==> src/rtl/pipeline_control_arbiter_pkg.sv <==
// Shared LC-3b pipeline control types: arbiter state and the per-stage control word.
package lc3b_types;

    typedef enum logic {
        arb_idle,
        arb_locked
    } lc3b_arb_state;

    typedef struct packed {
        logic active;
        logic exclusive;
        logic stage_IF_stall;
        logic stage_ID_stall;
        logic stage_EX_stall;
        logic stage_MEM_stall;
        logic stage_WB_stall;
        logic barrier_IF_ID_stall;
        logic barrier_ID_EX_stall;
        logic barrier_EX_MEM_stall;
        logic barrier_MEM_WB_stall;
        logic barrier_IF_ID_reset;
        logic barrier_ID_EX_reset;
        logic barrier_EX_MEM_reset;
        logic barrier_MEM_WB_reset;
        logic force_sr1_load;
        logic force_sr2_load;
    } lc3b_pipeline_control_word;

    // True when any stage or barrier is being held this cycle.
    function automatic logic ctrl_stall_any(input lc3b_pipeline_control_word w);
        return w.stage_IF_stall | w.stage_ID_stall | w.stage_EX_stall |
               w.stage_MEM_stall | w.stage_WB_stall |
               w.barrier_IF_ID_stall | w.barrier_ID_EX_stall |
               w.barrier_EX_MEM_stall | w.barrier_MEM_WB_stall;
    endfunction

endpackage

==> src/rtl/pipeline_control_arbiter_merge.sv <==
// OR-merge of enabled control words; a barrier reset overrides that barrier's stall.
module pipeline_control_merge
    import lc3b_types::*;
#(
    parameter int unsigned N = 4
) (
    input  lc3b_pipeline_control_word req_i [N],
    input  logic [N-1:0]              en_i,
    output lc3b_pipeline_control_word merged_o
);

    lc3b_pipeline_control_word acc;

    always_comb begin
        acc = '0;
        for (int unsigned i = 0; i < N; i++) begin
            if (en_i[i]) begin
                acc = lc3b_pipeline_control_word'(acc | req_i[i]);
            end
        end
        acc.exclusive = 1'b0;
        if (acc.barrier_IF_ID_reset)  acc.barrier_IF_ID_stall  = 1'b0;
        if (acc.barrier_ID_EX_reset)  acc.barrier_ID_EX_stall  = 1'b0;
        if (acc.barrier_EX_MEM_reset) acc.barrier_EX_MEM_stall = 1'b0;
        if (acc.barrier_MEM_WB_reset) acc.barrier_MEM_WB_stall = 1'b0;
    end

    assign merged_o = acc;

endmodule

==> src/rtl/pipeline_control_arbiter.sv <==
// Arbitrates pipeline controller requests: OR-merge by default, exclusive locking
// with a watchdog, and a saturating stall-cycle counter.
module pipeline_control_arbiter
    import lc3b_types::*;
#(
    parameter int unsigned NUM_REQ         = 4,
    parameter int unsigned MAX_LOCK_CYCLES = 64,
    parameter logic [31:0] STALL_CNT_RESET = 32'h0000_0000
) (
    input  logic                      clk,
    input  logic                      rst_n,
    input  lc3b_pipeline_control_word req [NUM_REQ],
    output lc3b_pipeline_control_word pipeline_control_out,
    output logic [NUM_REQ-1:0]        owner_onehot,
    output logic                      locked,
    output logic                      lock_timeout,
    output logic                      exclusive_conflict,
    output logic [31:0]               stall_cycle_count
);

    localparam int unsigned IDX_W = (NUM_REQ > 1) ? $clog2(NUM_REQ) : 1;
    localparam int unsigned CNT_W = $clog2(MAX_LOCK_CYCLES + 1);

    lc3b_arb_state             state_q, state_d;
    logic [IDX_W-1:0]          owner_q, owner_d;
    logic [NUM_REQ-1:0]        onehot_q, onehot_d;
    logic [CNT_W-1:0]          lock_cnt_q, lock_cnt_d;
    logic [NUM_REQ-1:0]        mask_q, mask_d;
    logic [31:0]               stall_cnt_q, stall_cnt_d;

    logic [NUM_REQ-1:0]        active_vec, eligible;
    logic [IDX_W-1:0]          winner;
    lc3b_pipeline_control_word merged, ctrl_out;
    logic                      timeout_c, conflict_c;

    always_comb begin
        active_vec = '0;
        eligible   = '0;
        for (int unsigned i = 0; i < NUM_REQ; i++) begin
            active_vec[i] = req[i].active;
            eligible[i]   = req[i].active & req[i].exclusive & ~mask_q[i];
        end
    end

    // Lowest index wins.
    always_comb begin
        winner = '0;
        for (int i = NUM_REQ - 1; i >= 0; i--) begin
            if (eligible[i]) winner = IDX_W'(i);
        end
    end

    pipeline_control_merge #(.N(NUM_REQ)) u_merge (
        .req_i    (req),
        .en_i     (active_vec),
        .merged_o (merged)
    );

    always_comb begin
        state_d    = state_q;
        owner_d    = owner_q;
        onehot_d   = onehot_q;
        lock_cnt_d = lock_cnt_q;
        ctrl_out   = merged;
        timeout_c  = 1'b0;
        conflict_c = 1'b0;
        case (state_q)
            arb_idle: begin
                conflict_c = (eligible & (eligible - NUM_REQ'(1))) != '0;
                if (eligible != '0) begin
                    ctrl_out   = req[winner];
                    state_d    = arb_locked;
                    owner_d    = winner;
                    onehot_d   = NUM_REQ'(1) << winner;
                    lock_cnt_d = CNT_W'(1);
                end
            end
            arb_locked: begin
                if (req[owner_q].active && req[owner_q].exclusive) begin
                    ctrl_out = req[owner_q];
                    // lock_cnt_q counts owned cycles already completed; this one is the last allowed.
                    if (lock_cnt_q >= CNT_W'(MAX_LOCK_CYCLES - 1)) begin
                        timeout_c  = 1'b1;
                        state_d    = arb_idle;
                        onehot_d   = '0;
                        lock_cnt_d = '0;
                    end else begin
                        lock_cnt_d = lock_cnt_q + CNT_W'(1);
                    end
                end else begin
                    state_d    = arb_idle;
                    onehot_d   = '0;
                    lock_cnt_d = '0;
                end
            end
            default: state_d = arb_idle;
        endcase
    end

    // A timed-out owner stays non-exclusive until it drops active.
    always_comb begin
        mask_d = (mask_q & active_vec) | (timeout_c ? onehot_q : '0);
    end

    always_comb begin
        stall_cnt_d = stall_cnt_q;
        if (ctrl_stall_any(ctrl_out) && (stall_cnt_q != 32'hFFFF_FFFF)) begin
            stall_cnt_d = stall_cnt_q + 32'd1;
        end
    end

    always_ff @(posedge clk or negedge rst_n) begin
        if (!rst_n) begin
            state_q     <= arb_idle;
            owner_q     <= '0;
            onehot_q    <= '0;
            lock_cnt_q  <= '0;
            mask_q      <= '0;
            stall_cnt_q <= STALL_CNT_RESET;
        end else begin
            state_q     <= state_d;
            owner_q     <= owner_d;
            onehot_q    <= onehot_d;
            lock_cnt_q  <= lock_cnt_d;
            mask_q      <= mask_d;
            stall_cnt_q <= stall_cnt_d;
        end
    end

    assign pipeline_control_out = ctrl_out;
    assign owner_onehot         = onehot_q;
    assign locked               = (state_q == arb_locked);
    assign lock_timeout         = timeout_c;
    assign exclusive_conflict   = conflict_c;
    assign stall_cycle_count    = stall_cnt_q;

endmodule

==> config.mk <==
export PLATFORM = sky130hd
export DESIGN_NAME = pipeline_control_arbiter
export DESIGN_NICKNAME = d
export VERILOG_FILES = /design/src/rtl/pipeline_control_arbiter_pkg.sv /design/src/rtl/pipeline_control_arbiter_merge.sv /design/src/rtl/pipeline_control_arbiter.sv
export SDC_FILE = /design/constraint.sdc
export NUM_CORES = 1
export LEC_CHECK = 0
export CORE_MARGIN = 2
export CORE_UTILIZATION = 35
export DETAILED_ROUTE_END_ITERATION = 7
export GPL_TIMING_DRIVEN = 0
export SYNTH_ARGS = -nofsm -noshare
export SYNTH_HDL_FRONTEND = slang
export SYNTH_SLANG_ARGS = --single-unit
==> constraint.sdc <==
create_clock -name clk -period 3.55 [get_ports clk]
set_input_delay 0.355 -clock clk [delete_from_list [all_inputs] [get_ports clk]]
set_output_delay 0.355 -clock clk [all_outputs]
set_load 0.02 [all_outputs]
==> flow_metrics.env <==
export IMPL_status="complete, no violations"
export IMPL_post_place_ws_ns=-0.840
export IMPL_post_dp_hpwl_mm=10.8
export IMPL_ir_drop_uv=298
export IMPL_min_period_over_period_pct=98.0
export IMPL_synth_top_family_by_area="simple AND/OR/NAND/NOR gates"
export IMPL_ys_ff_latch=50
export IMPL_fmax_ghz=0.288
export IMPL_synth_fa_ha_area_share_pct=0.624
export IMPL_antenna_found_initial=0
export IMPL_dp_cells=708
export IMPL_fin_ws_ns=0.0720
export IMPL_leakage_nw=2.23
export IMPL_syn2layout_area_growth_pct=44.8
export IMPL_syn_area_sq_um=4010
export IMPL_met3_usage_pct=3.61
export IMPL_synth_compound_gate_area_share_pct=22.9
export IMPL_core_sq_um=11300
export IMPL_final_common_cell="clkdlybuf4s50_1"
export IMPL_die_area_sq_um=12300
export IMPL_final_hold_viol_count=0
export IMPL_dr_pass1_iters=5
export IMPL_clock_latency_ns=0.29
export IMPL_utilization_pct=51.3
export IMPL_rsz0062_at_grt="true"
export IMPL_power_density_nw_per_um2=604
export IMPL_required_ns=3.19
export IMPL_r2r_cells=12
export IMPL_end_kind="output pin"
export IMPL_drc=0
export IMPL_grt_total_usage_pct=23.1
export IMPL_final_cell_mix="clkdlybuf4s50_1, dfrtp_1, nand2_1, a22oi_1"
export IMPL_synth_distinct_cells=58
export IMPL_htree_levels=2
export IMPL_grt_pass1_wl_mm=23.5
export IMPL_synthXorXnorAreaFrac_pct=6.77
export IMPL_clockRootBuffer="clkbuf_16"
export IMPL_grt_pass1_vias=4438
export IMPL_async_flop_share_pct=100
export IMPL_port_buffers=125
export IMPL_cp_max_fo=10
export IMPL_diodes=0
export IMPL_yosys_area_top_type="dfrtp_1"
export IMPL_post_drt_wl_per_cell_um=20.1
export IMPL_avgViaCountPerCell=5.98
export IMPL_seq_area_frac_synth_pct=31.2
export IMPL_worstPathArrival_ns=3.12
export IMPL_num_rows=39
export IMPL_relSlewSlack_pct=55.3
export IMPL_final_layout_size_suffix_gt1_share_pct=11.8
export IMPL_cts_tree="done"
export IMPL_ant_nets=0
export IMPL_initial_utilization_pct=35.4
export IMPL_synthCells=439
export IMPL_setup_viol=0
export IMPL_path_class="in -> out"
export IMPL_worstHoldPathType="in -> async"
export IMPL_vias=4339
export IMPL_clkTransAtPathRegs_ns=0.07
export IMPL_synth_nets=511
export IMPL_globalplace_congestion=0.920
export IMPL_synth_edf_count=0
export IMPL_io_pins=126
export IMPL_synth_area_top_cells="dfrtp_1, mux4_2, xor2_1"
export IMPL_synth_area_per_cell_sq_um=9.13
export IMPL_fin_skew_ns=0.00791
export IMPL_grt_start_max_net_pins=33
export IMPL_wirelength_mm=14.6
export IMPL_yosys_area_share_simple_pct=24.2
export IMPL_cap_viol_max_count=0
export IMPL_yosysWarnings=0
export IMPL_die_h_um=111
export IMPL_cts_sinks=50
export IMPL_use_met1_pct=32.5
export IMPL_synth_top_flop_cell="dfrtp_1"
export IMPL_drt_iter0_markers=459
export IMPL_setup_tns_ns=0
export IMPL_numCtsBuffers=5
export IMPL_postCtsHoldBufs=0
export IMPL_final_cells=726
export IMPL_fin_nets=654
export IMPL_startpoint_type="input pin"
export IMPL_met2_usage_pct=37.1
export IMPL_top_usage_layer="met2"
export IMPL_die_x_um=111
export IMPL_fin_crit_ns=3.48
export IMPL_whs_ns=0.00942
export IMPL_worst_pin_slew_ns=0.665
export IMPL_cts_buffer_depth=2
export IMPL_synth_area_mux_share_pct=9.17
export IMPL_grt_overflow=0
export IMPL_synth_top_area_share_pct=31.2
export IMPL_maxSlewViolCount=0
-- cell families (layout without fill, tap and decap cells) --
logic type / Yosys count / after routing
flip-flops: 50 / 50
multiplexers: 17 / 17
AO/OA/AOI/OAI: 126 / 126
XOR/XNOR: 31 / 31
AND/OR/NAND/NOR: 171 / 171
adder cells (fa/ha/maj): 2 / 2
buffers and inverters: 42 / 186
-- where the power goes --
group          internal, mW  switching, mW
Sequential            0.711          0.163
Clock                 0.333          0.205
Combinational         0.983           1.11
-- synth_stat cells, types with 3 or more instances --
| master | n |
|---|---|
| buf_2 | 5 |
| nor4_1 | 14 |
| buf_6 | 4 |
| and3_1 | 7 |
| a21oi_1 | 18 |
| nand3_1 | 26 |
| a41oi_1 | 3 |
| and3b_1 | 4 |
| nand4_1 | 7 |
| a221oi_1 | 11 |
| or3_1 | 3 |
| a22o_1 | 16 |
| xor2_1 | 26 |
| nand3b_1 | 4 |
| nor2_1 | 20 |
| a311oi_1 | 5 |
| inv_1 | 10 |
| nand2_1 | 40 |
| and2_1 | 8 |
| nor3_1 | 17 |
| a22oi_1 | 27 |
| mux4_2 | 15 |
| and4b_1 | 6 |
| a221o_1 | 3 |
| clkbuf_1 | 17 |
| dfrtp_1 | 50 |
| o21ai_0 | 22 |
| o2bb2ai_1 | 3 |
| buf_1 | 3 |
| xnor2_1 | 5 |
| buf_4 | 3 |
-- cell type report --
| class | instances | area [sq um] |
|---|---|---|
| clock buffer | 6 | 129 |
| fill | 1072 | 5510 |
| clock inverter | 2 | 37.5 |
| sequential | 50 | 1250 |
| timing repair buffer | 138 | 1380 |
| multi-input combinational | 347 | 2630 |
| inverter | 10 | 37.5 |
| tap | 143 | 179 |
| buffer | 30 | 170 |
-- worst paths after layout --
kind,from,endpoint,slack (ns)
setup / recovery,req[50],pipeline_control_out[12],0.07
min in group clk,stall_cycle_count[23],stall_cycle_count[23],0.49
max in group asynchronous,rst_n,stall_cycle_count[4],3.01
hold reg to reg,stall_cycle_count[23],stall_cycle_count[23],0.49
hold / removal,rst_n,stall_cycle_count[28],0.009
setup reg to reg,mask_q[0],stall_cycle_count[15],0.25
-- registers in the layout, indices dropped and copies added (netlist names) --
register           count
mask_q                 4
owner_q                2
owner_onehot           4
lock_cnt_q             7
locked                 1
stall_cycle_count     32
-- worst max-delay path, stage by stage --
cell and delay, ns:
clkdlybuf4s50_1 0.49, buf_2 0.25, nand4b_1 0.28, and4_4 0.26, mux2_4 0.29, buf_6 0.16
a2111oi_4 0.41, inv_1 0.08, clkdlybuf4s50_1 0.54
-- per-layer routing --
metal	up-vias	wire length (um)
li1	2000	-
met1	2104	6320
met2	215	6870
met3	20	1130
met4	0	230
met5	-	0
-- metrics by stage --
step	total power [mW]	area (sq um)
after detailed placement	2.91	5460
after CTS	3.48	5700
after global routing	3.70	5810
after floorplan	2.06	4010
after global placement	2.90	5440
final	3.51	5810
-- timing repair --
item / in CTS / in global routing
setup buffers: 3 / 9
pin swaps: 3 / 5
endpoints found under the setup margin: 43 / 43
resized for setup: 16 / 10
No activity file was read; power rests on OpenSTA's default activity.
